--- src/rtl/pc.sv ---
// Program counter register.
// Holds the current fetch address and loads the externally computed next-PC
// on every rising clock edge. An optional alignment mask clears the byte
// offset bits of each loaded address. Reset is asynchronous and active-low
// and returns the counter to RESET_PC without waiting for a clock edge.
module pc #(
  parameter logic [31:0] RESET_PC    = 32'h0000_3000,
  parameter bit          FORCE_ALIGN = 1'b1
) (
  input  logic        clk,
  input  logic        reset,
  input  logic [31:0] in_pc,
  output logic [31:0] out_pc
);

  // Mask applied to every loaded address; RESET_PC bypasses it, so it must
  // already be word-aligned.
  localparam logic [31:0] ALIGN_MASK = FORCE_ALIGN ? 32'hFFFF_FFFC : 32'hFFFF_FFFF;

  logic [31:0] pc_d;
  logic [31:0] pc_q;

  // Next value is the incoming address with the optional alignment mask only;
  // no increment or other arithmetic happens here.
  always_comb begin
    pc_d = in_pc & ALIGN_MASK;
  end

  // Edge-triggered load; reset forces RESET_PC immediately and holds it.
  always_ff @(posedge clk or negedge reset) begin
    if (!reset) begin
      pc_q <= RESET_PC;
    end else begin
      pc_q <= pc_d;
    end
  end

  assign out_pc = pc_q;

endmodule

--- config.mk ---
export PLATFORM = sky130hd
export DESIGN_NAME = pc
export DESIGN_NICKNAME = d
export VERILOG_FILES = /design/src/rtl/pc.sv
export SDC_FILE = /design/constraint.sdc
export NUM_CORES = 1
export LEC_CHECK = 0
export CORE_MARGIN = 2
export CORE_UTILIZATION = 32
export CTS_CLUSTER_DIAMETER = 100
export DETAILED_ROUTE_END_ITERATION = 6
export PLACE_DENSITY = 0.82
export SETUP_SLACK_MARGIN = 0.05
export SLEW_MARGIN = 20
export SYNTH_ARGS = -nofsm -noshare
export SYNTH_HDL_FRONTEND = slang
export SYNTH_SLANG_ARGS = --single-unit
--- constraint.sdc ---
create_clock -name clk -period 2.3 [get_ports clk]
set_clock_uncertainty 0.2 [all_clocks]
set_input_delay 0.345 -clock clk [delete_from_list [all_inputs] [get_ports clk]]
set_output_delay 0.345 -clock clk [all_outputs]
set_load 0.005 [all_outputs]
# Word level (Yosys, flattened, before mapping)
# Cells that the tools add are included.
[totals]
out_inout_bits = 32
register_bits = 30
inputBits = 34
wordCells = 1

# Depth between registers and ports, before layout
# Gate-level depths: netlist of run 1.
[depth]
ltp_word = 0
mapped_depth = 1
depth_no_buf = 0

# Least setup slack after synthesis of run 1
# OpenSTA, ideal clock, no wires.
[synth_timing]
kind = "reg2out"
startpoint = "reg pc_q[12] (netlist: out_pc[12])"
endpoint = "out out_pc[12]"
path_buffers = 0
required_time_ps = 1755
stages_incl_launch_ff = 1
arrival_time_ps = 501
slack_ps = 1254
path_cell_list = "dfstp_2"
[synth_lines]
columns = ["element", "line", "text"]
rows = [
  ["start, declared", "21", "logic [31:0] pc_q;"],
  ["start signal, assigned", "34", "pc_q <= pc_d;"],
  ["end, declared", "13", "output logic [31:0] out_pc"],
]
# No word-level cell between the ends.

# Worst setup path after layout of run 1
[layout_timing]
startpoint = "reg pc_q[12] (netlist: out_pc[12])"
endpoint = "out out_pc[12]"
# No word-level cell between the ends.

==> results of run 1 <==
per-layer routing:
layer	share of wire (%)	routed length [µm]	up-vias
met5	0	0	-
met2	58	883	32
met4	0	0	0
met3	11	164	0
li1	-	-	230
met1	31	471	238
kinds of logic (layout without fill, tap and decap cells):
kind of cell	after synthesis	count (layout)	share of synthesized area, %
buf+inv	2	70	1.94
flops	30	30	97.6
other cells	1	2	0.486
where the power goes:
group          leakage (nW)  switching (mW)  internal (mW)
Combinational         0.250          0.0299         0.0905
Clock                0.0353           0.151          0.148
Sequential            0.347         0.00680          0.555
per-stage QoR:
stage / total power, mW / util, % / setup WS, ns / hold WS [ns] / area [µm²]
after floorplan: 0.580 / - / 1.25 / -0.151 / 776
after global placement: 0.691 / 62.7 / 0.777 / 0.544 / 1410
after detailed placement: 0.695 / 62.7 / 0.751 / 0.550 / 1410
after CTS: 1.00 / 65.4 / 0.396 / 0.205 / 1470
after global routing: 1.04 / 65.4 / 0.358 / 0.203 / 1470
final: 0.981 / 65.4 / 0.428 / 0.209 / 1470
placed cells by master, fill, tap and decap left out:
| cell | count |
|---|---|
| sky130_fd_sc_hd__buf_4 | 1 |
| sky130_fd_sc_hd__clkbuf_1 | 1 |
| sky130_fd_sc_hd__clkbuf_4 | 5 |
| sky130_fd_sc_hd__clkbuf_8 | 1 |
| sky130_fd_sc_hd__clkdlybuf4s50_1 | 61 |
| sky130_fd_sc_hd__clkinv_2 | 1 |
| sky130_fd_sc_hd__conb_1 | 2 |
| sky130_fd_sc_hd__dfrtp_1 | 28 |
| sky130_fd_sc_hd__dfstp_2 | 2 |
final timing paths:
path                                 startpoint              endpoint  slack (ns)  cells after the start
max in group asynchronous                 reset  out_pc[13]$_DFF_PN1_        1.39                      2
setup / recovery           out_pc[12]$_DFF_PN1_            out_pc[12]        0.43                      1
min in group clk                      in_pc[13]  out_pc[13]$_DFF_PN1_        0.24                      1
hold / removal                            reset   out_pc[7]$_DFF_PN0_        0.21                      2
area by class of cell:
type | count | share of cell area [%]
flip-flops and latches | 30 | 51.1
well taps | 28 | 2.38
clock buffers | 7 | 3.74
multi-input cells | 2 | 0.509
clock inverters | 1 | 0.340
repair buffers | 62 | 41.9
==> flow_metrics.tcl, run 1 <==
set metrics [dict create \
    nFillCells 201 \
    post_synth_inst_count 33 \
    worst_path_max_delay_cell "sky130_fd_sc_hd__dfstp_2" \
    cts_post_setup_buffers_inserted 0 \
    die_x_um 53.1 \
    number_of_distinct_library_cell_variants_in_the_gate_level_netlist_after_synthesis 4 \
    netlist.area_leader.share_pct 90.8 \
    cts_tree "done" \
    grt.overflow.total 0 \
    hold_viol 0 \
    synth_async_sr_flop_share_pct 100 \
    groute.layer.met3.usage_pct 9.32 \
    antennaDiodeCount 0 \
    end_kind "output pin" \
    top_level_ports 66 \
    multi_input_area_um2 7.51 \
    critical_path.cell_chain "clkdlybuf4s50_1" \
    critical_path.max_stage_delay_ns 0.53 \
    synth-seq-area-share_pct 97.6 \
    ctsResizeCount 0 \
    antenna_violating_nets_post_route 0 \
    largest_register_ff_count 30 \
    buffer_ports.inserted 61 \
    groute.layer.met1.usage_pct 9.94 \
    clk_pin_slew_ns 0.08 \
    ctsHtreeMaxLevel 2 \
    timing.setup.tns_ns 0 \
    area.growth.synth_to_final_pct 90.9 \
    synth_most_common_cell "sky130_fd_sc_hd__dfrtp_1" \
    cts_inserted_buffers 5 \
    die_area_um2 2820 \
    syn_avg_cell_area_um2 23.4 \
    report.final.setup_viol 0 \
    route.final.wire_length_um 1520 \
    holdBufCountCts 0 \
    firstDrtPassIters 1 \
    clock_sinks 30 \
    seq_area_um2 753 \
    fp_rows 17 \
    grt_start_max_net_pins 31 \
    worst_path_dominant_cell_family "flip-flops" \
    die_h_um 53.1 \
    path_class "flip-flop to output pin" \
    max_cap_viol_count 0 \
    via_count_of_the_first_global_routing_pass 498 \
    placed_cells 122 \
    clock.fmax_mhz 534 \
    path_buf_inv 1 \
    count_of_flip_flops_with_a_built_in_enable_after_synthesis 0 \
    rsz0062_at_grt "false" \
    route.detailed.vias_per_inst 3.85 \
    synth.ff_latch_count 30 \
    detail_route.iter0.violations 0 \
    final-max-slew-violation-count 0 \
    cellPowerDensity_nw_per_um2 666 \
    ys_top_cells_by_count "28 x sky130_fd_sc_hd__dfrtp_1, 2 x sky130_fd_sc_hd__buf_4, 2 x sky130_fd_sc_hd__dfstp_2" \
    max_ir_drop_vdd_mv 0.434 \
    crit_path_max_fanout 1 \
    netlist_area_um2 772 \
    drc_errors 0 \
    synth.yosys.warnings 0 \
    routed-via-count 500 \
    grt_use_met2_pct 21.5 \
    cts_buffer_depth 2 \
    worstSetupStartpointType "flip-flop" \
    synth_area_leader_cell "sky130_fd_sc_hd__dfrtp_1" \
    grt_antenna_before_repair 0 \
    grt-busiest-layer "met2" \
    synth.area.top_cells "sky130_fd_sc_hd__dfrtp_1 91%, sky130_fd_sc_hd__dfstp_2 6.8%, sky130_fd_sc_hd__buf_4 1.9%" \
    initial_core_util_pct 34.2 \
    instances_no_fill 130 \
    grt_pass1_wl_um 2210 \
    place.gp.congestion 0.581 \
    placeableCoreArea_um2 2250 \
    global_route.usage.total_pct 12.4 \
    design.final.nets 135 \
    drive_gt1_share_pct 9.80 \
    crit_arrival_ns 1.33 \
    result_of_the_run "completed" \
    cellLeakagePower_nw 0.633 \
    cp_data_required_time_ns 1.75 \
    post-route-period-util_pct 81.4 \
    final.min_clock_period_ns 1.87 \
    ctsRootBufferMaster "sky130_fd_sc_hd__clkbuf_4" \
    avgRoutedWirePerCell_um 11.7 \
    synth_ff_type "sky130_fd_sc_hd__dfrtp_1" \
    hp-class "input port to async pin" \
]
No activity file was read; power rests on OpenSTA's default activity.
==> inputs of run 2 (changes only) <==
--- a/config.mk
+++ b/config.mk
@@ -6,10 +6,10 @@
 export NUM_CORES = 1
 export LEC_CHECK = 0
 export CORE_MARGIN = 2
-export CORE_UTILIZATION = 32
+export CORE_UTILIZATION = 27
 export CTS_CLUSTER_DIAMETER = 100
 export DETAILED_ROUTE_END_ITERATION = 6
-export PLACE_DENSITY = 0.82
+export PLACE_DENSITY = 0.74
 export SETUP_SLACK_MARGIN = 0.05
 export SLEW_MARGIN = 20
 export SYNTH_ARGS = -nofsm -noshare
==> constraint.sdc (replaced) <==
create_clock -name clk -period 1.55 [get_ports clk]
set_clock_uncertainty 0.2 [all_clocks]
set_input_delay 0.2325 -clock clk [delete_from_list [all_inputs] [get_ports clk]]
set_output_delay 0.2325 -clock clk [all_outputs]
set_load 0.005 [all_outputs]
==> run 2 against run 1 <==
Net effect:
- count of clock-buffer cells in the layout stayed put
- routed wire length is 0.59% higher
- sequential power is 48% higher
- first-iteration DRC count is 6 higher
- critical endpoint unchanged
==> flow_metrics.tcl, run 2 (same netlist as run 1, synthesis figures left out) <==
set metrics [dict create \
    result_of_the_run "completed" \
    grt_start_max_net_pins 31 \
    route.final.wire_length_um 1530 \
    ctsRootBufferMaster "sky130_fd_sc_hd__clkbuf_4" \
    seq_power_share_pct 60.2 \
    nFillCells 238 \
    die_x_um 57.5 \
    path_class "flip-flop to output pin" \
    firstDrtPassIters 4 \
    hold_viol 0 \
    cellLeakagePower_nw 0.666 \
    design_area_um2 1440 \
    global_route.usage.total_pct 11.2 \
    drive_gt1_share_pct 8.91 \
    crit_path_max_fanout 1 \
    rsz0062_at_grt "true" \
    post-route-period-util_pct 94.0 \
    route.detailed.vias_per_inst 3.93 \
    layout.cells.most_common "sky130_fd_sc_hd__clkdlybuf4s50_1" \
    worstSetupStartpointType "flip-flop" \
    timing.hold.ws_ns 0.0664 \
    report.final.setup_viol 0 \
    end_kind "output pin" \
    setup.worst_path.start "out_pc[12]$_DFF_PN1_" \
    largest_register_ff_count 30 \
    grt.overflow.total 0 \
    design.final.nets 135 \
    die_h_um 57.5 \
    clock.fmax_mhz 686 \
    drc_errors 0 \
    worst_path_max_delay_cell "sky130_fd_sc_hd__dfstp_2" \
    cts_inserted_buffers 5 \
    netSwitchingPower_mw 0.277 \
    pre_cts_ws_ns 0.136 \
    place.gp.congestion 0.590 \
    cts_tree "done" \
    grt_antenna_before_repair 0 \
    buffer_ports.inserted 61 \
    placeableCoreArea_um2 2730 \
    final-max-slew-violation-count 0 \
    worstSetupPathDepth 1 \
    antenna_violating_nets_post_route 0 \
    timing.setup.tns_ns 0 \
    hp-class "input port to async pin" \
    comb_power_share_pct 11.3 \
    clk_pin_slew_ns 0.08 \
    initial_core_util_pct 28.2 \
    power.switching_fraction_pct 20.1 \
    max_ir_drop_vdd_mv 0.641 \
    detail_route.iter0.violations 6 \
    routed-via-count 519 \
    cp_data_required_time_ns 1.12 \
    total_power_mw 1.38 \
    area.growth.synth_to_final_pct 85.9 \
    critical_path.cell_chain "clkdlybuf4s15_1" \
    cts_post_setup_buffers_inserted 0 \
    max_cap_viol_count 0 \
    avgRoutedWirePerCell_um 11.6 \
    p_int_mw 1.10 \
    final.min_clock_period_ns 1.46 \
    path_buf_inv 1 \
    die_area_um2 3300 \
    antennaDiodeCount 0 \
    worst_path_dominant_cell_family "flip-flops" \
    clockPowerShare_pct 28.5 \
    clock_sinks 30 \
    crit_arrival_ns 1.02 \
    via_count_of_the_first_global_routing_pass 583 \
    critical_path.max_stage_delay_ns 0.52 \
    holdBufCountCts 0 \
    layout_common_cells "31 x sky130_fd_sc_hd__clkdlybuf4s50_1, 28 x sky130_fd_sc_hd__dfrtp_1, 28 x sky130_fd_sc_hd__dlygate4sd2_1, 5 x sky130_fd_sc_hd__clkbuf_4" \
    grt_pass1_wl_um 2560 \
    top_level_ports 66 \
    ctsHtreeMaxLevel 2 \
    fp_rows 19 \
    cellPowerDensity_nw_per_um2 962 \
    dpl-instance-area_um2 1430 \
    cts_buffer_depth 2 \
    setup_slack_ns 0.0932 \
]
==> run 2: cell count changes in the layout (fill, tap and decap cells not counted) <==
cell                              delta
sky130_fd_sc_hd__buf_12              +1
sky130_fd_sc_hd__buf_4               -1
sky130_fd_sc_hd__clkdlybuf4s15_1     +1
sky130_fd_sc_hd__clkbuf_1            +1
sky130_fd_sc_hd__clkbuf_8            -1
sky130_fd_sc_hd__clkinv_2            -1
sky130_fd_sc_hd__dlygate4sd2_1      +28
sky130_fd_sc_hd__clkbuf_2            +1
sky130_fd_sc_hd__clkdlybuf4s50_1    -30
==> run 2: area by class of cell <==
| cell class | instances | area, µm² | area share [%] |
|---|---|---|---|
| Tap cell | 31 | 38.8 | 2.70 |
| Sequential cell | 30 | 753 | 52.5 |
| Clock buffer | 7 | 45.0 | 3.14 |
| Multi-Input combinational cell | 2 | 7.51 | 0.523 |
| Timing Repair Buffer | 62 | 591 | 41.2 |
==> run 2: power groups by stage <==
| stage | combinational [mW] | clock, mW | sequential, mW |
|---|---|---|---|
| floorplan | 0.00471 | 0 | 0.856 |
| global placement | 0.183 | 0 | 0.848 |
| finish | 0.155 | 0.394 | 0.831 |
| CTS | 0.160 | 0.425 | 0.832 |
| detailed placement | 0.187 | 0 | 0.849 |
| global route | 0.169 | 0.462 | 0.835 |
==> run 2: per-layer routing <==
layer	part of all wire, %	track usage (%)	vias to the layer above
met5	0	0	-
met4	2.1	5.98	0
met3	18	9.52	5
met2	49	17.9	44
met1	31	9.73	239
li1	-	-	231
==> run 2: path summary, 6_finish.rpt <==
check                                        to  slack [ns]
worst max-delay path                 out_pc[12]        0.09
worst min-delay path       out_pc[30]$_DFF_PN0_        0.07
max in group asynchronous  out_pc[13]$_DFF_PN1_        0.85
min in group clk           out_pc[12]$_DFF_PN1_        0.12
==> run 2: through the flow <==
stage                     utilization [%]  std cells
after global placement               52.3        125
final                                52.5        132
after CTS                            52.6        132
after detailed placement             52.3        125
after floorplan                         -         34
after global routing                 52.5        132
==> run 2: timing repair <==
action                                  CTS  global route
endpoints found under the setup margin   30             2
endpoints found under the hold margin     0             0
resized for setup                        31             2
==> inputs of run 3 (changes only) <==
--- a/config.mk
+++ b/config.mk
@@ -5,6 +5,7 @@
 export SDC_FILE = /design/constraint.sdc
 export NUM_CORES = 1
 export LEC_CHECK = 0
+export CORE_ASPECT_RATIO = 1.25
 export CORE_MARGIN = 2
 export CORE_UTILIZATION = 27
 export CTS_CLUSTER_DIAMETER = 100
==> run 3 against run 2 <==
Net effect:
- die area about the same
- sequential power about the same
- combinational power about the same
- hold slack improved by 0.021 ns
- utilization increased by 0.63 points
- largest cell class unchanged
- critical endpoint is now out_pc[26]
- first-iteration DRC count unchanged
- sequential share of layout area decreased by 0.091 points
- count of clock-buffer cells in the layout increased by 1
- highest routed layer unchanged
- total power decreased by 0.19%
==> flow_metrics.tcl, run 3 (same netlist as run 1, synthesis figures left out) <==
set metrics [dict create \
    rsz0062_at_grt "false" \
    firstDrtPassIters 4 \
    netSwitchingPower_mw 0.265 \
    die_area_um2 3310 \
    total_power_mw 1.38 \
    power.switching_fraction_pct 19.3 \
    global_route.usage.total_pct 10.8 \
    crit_arrival_ns 0.94 \
    die_h_um 63.8 \
    clk_pin_slew_ns 0.08 \
    die_x_um 51.8 \
    worstSetupStartpointType "flip-flop" \
    route.final.wire_length_um 1460 \
    comb_power_share_pct 11.2 \
    largest_register_ff_count 30 \
    buffer_ports.inserted 61 \
    clockPowerShare_pct 28.5 \
    cts_buffer_depth 2 \
    cp_data_required_time_ns 1.12 \
    dpl-instance-area_um2 1430 \
    antenna_violating_nets_post_route 0 \
    cellPowerDensity_nw_per_um2 958 \
    drive_gt1_share_pct 9.80 \
    cts_post_setup_buffers_inserted 0 \
    fp_rows 21 \
    final-max-slew-violation-count 0 \
    timing.setup.tns_ns 0 \
    layout.cells.most_common "sky130_fd_sc_hd__clkdlybuf4s50_1" \
    design_area_um2 1440 \
    grt_pass1_wl_um 2400 \
    layout_common_cells "31 x sky130_fd_sc_hd__clkdlybuf4s50_1, 28 x sky130_fd_sc_hd__dfrtp_1, 28 x sky130_fd_sc_hd__dlygate4sd2_1, 5 x sky130_fd_sc_hd__clkbuf_4, 3 x sky130_fd_sc_hd__clkbuf_1" \
    max_cap_viol_count 0 \
    path_buf_inv 1 \
    clock_sinks 30 \
    path_class "flip-flop to output pin" \
    seq_power_share_pct 60.3 \
    fin_util_pct 53.1 \
    drc_errors 0 \
    antennaDiodeCount 0 \
    ctsHtreeMaxLevel 2 \
    place.gp.congestion 0.628 \
    holdBufCountCts 0 \
    post-route-period-util_pct 88.7 \
    top_level_ports 66 \
    final.min_clock_period_ns 1.38 \
    placeableCoreArea_um2 2710 \
    via_count_of_the_first_global_routing_pass 544 \
    hold_viol 0 \
    cellLeakagePower_nw 0.667 \
    detail_route.iter0.violations 6 \
    routed-via-count 518 \
    design.final.nets 135 \
    area.growth.synth_to_final_pct 86.2 \
    critical_path.cell_chain "dlygate4sd2_1" \
    cts_tree "done" \
    ctsRootBufferMaster "sky130_fd_sc_hd__clkbuf_4" \
    worst_path_dominant_cell_family "flip-flops" \
    route.detailed.vias_per_inst 3.81 \
    setup.worst_path.start "out_pc[26]$_DFF_PN0_" \
    hpwl_um 1200 \
    max_ir_drop_vdd_mv 0.606 \
    p_int_mw 1.11 \
    report.final.setup_viol 0 \
    hp-class "input port to async pin" \
    cts_inserted_buffers 5 \
    avgRoutedWirePerCell_um 10.7 \
    worst_path_max_delay_cell "sky130_fd_sc_hd__dfrtp_1" \
    grt_start_max_net_pins 31 \
    result_of_the_run "completed" \
    end_kind "output pin" \
    critical_path.max_stage_delay_ns 0.37 \
    clock.fmax_mhz 727 \
    crit_path_max_fanout 1 \
    grt_antenna_before_repair 0 \
    initial_core_util_pct 28.5 \
    grt.overflow.total 0 \
]
## run 3: layout make-up
cell class	count	area, µm²
multi-input cells	2	7.51
flip-flops and latches	30	753
repair buffers	62	586
fillers	244	1270
clock buffers	8	48.8
well taps	34	42.5
## run 3: what timing repair did
item,4_1_cts,5_1_grt
resized for setup,30,4
hold endpoints to repair,0,0
setup endpoints to repair,30,2
## run 3: stage by stage
step | hold slack [ns] | setup WS [ns] | instances
6_report | 0.0878 | 0.175 | 136
5_1_grt | 0.0677 | 0.103 | 136
4_1_cts | 0.0797 | 0.0396 | 136
3_5_place_dp | 0.418 | 0.123 | 128
3_3_place_gp | 0.409 | 0.140 | 128
2_1_floorplan | -0.263 | 0.617 | 34
## run 3: routing by layer
metal  wire, µm  global-route usage (%)  vias up
met5          0                       0        -
met4         42                    6.91        0
met3        221                    9.11        6
met2        797                    17.1       40
met1        401                    8.59      240
li1           -                       -      232
## run 3: power by group through the flow
stage          sequential [mW]  clock, mW  combinational [mW]
2_1_floorplan            0.856          0             0.00471
3_3_place_gp             0.848          0               0.183
3_5_place_dp             0.849          0               0.187
4_1_cts                  0.832      0.422               0.159
5_1_grt                  0.835      0.473               0.169
6_report                 0.831      0.393               0.154
## run 3: how the worst max path moves through the flow
stage | endpoint | cells past startpoint | slack (ns)
floorplan | out_pc[12] | 0 | 0.62
global placement | out_pc[12] | 1 | 0.14
detailed placement | out_pc[12] | 1 | 0.12
CTS | out_pc[12] | 1 | 0.04
global route | out_pc[24] | 1 | 0.10
finish | out_pc[26] | 1 | 0.17
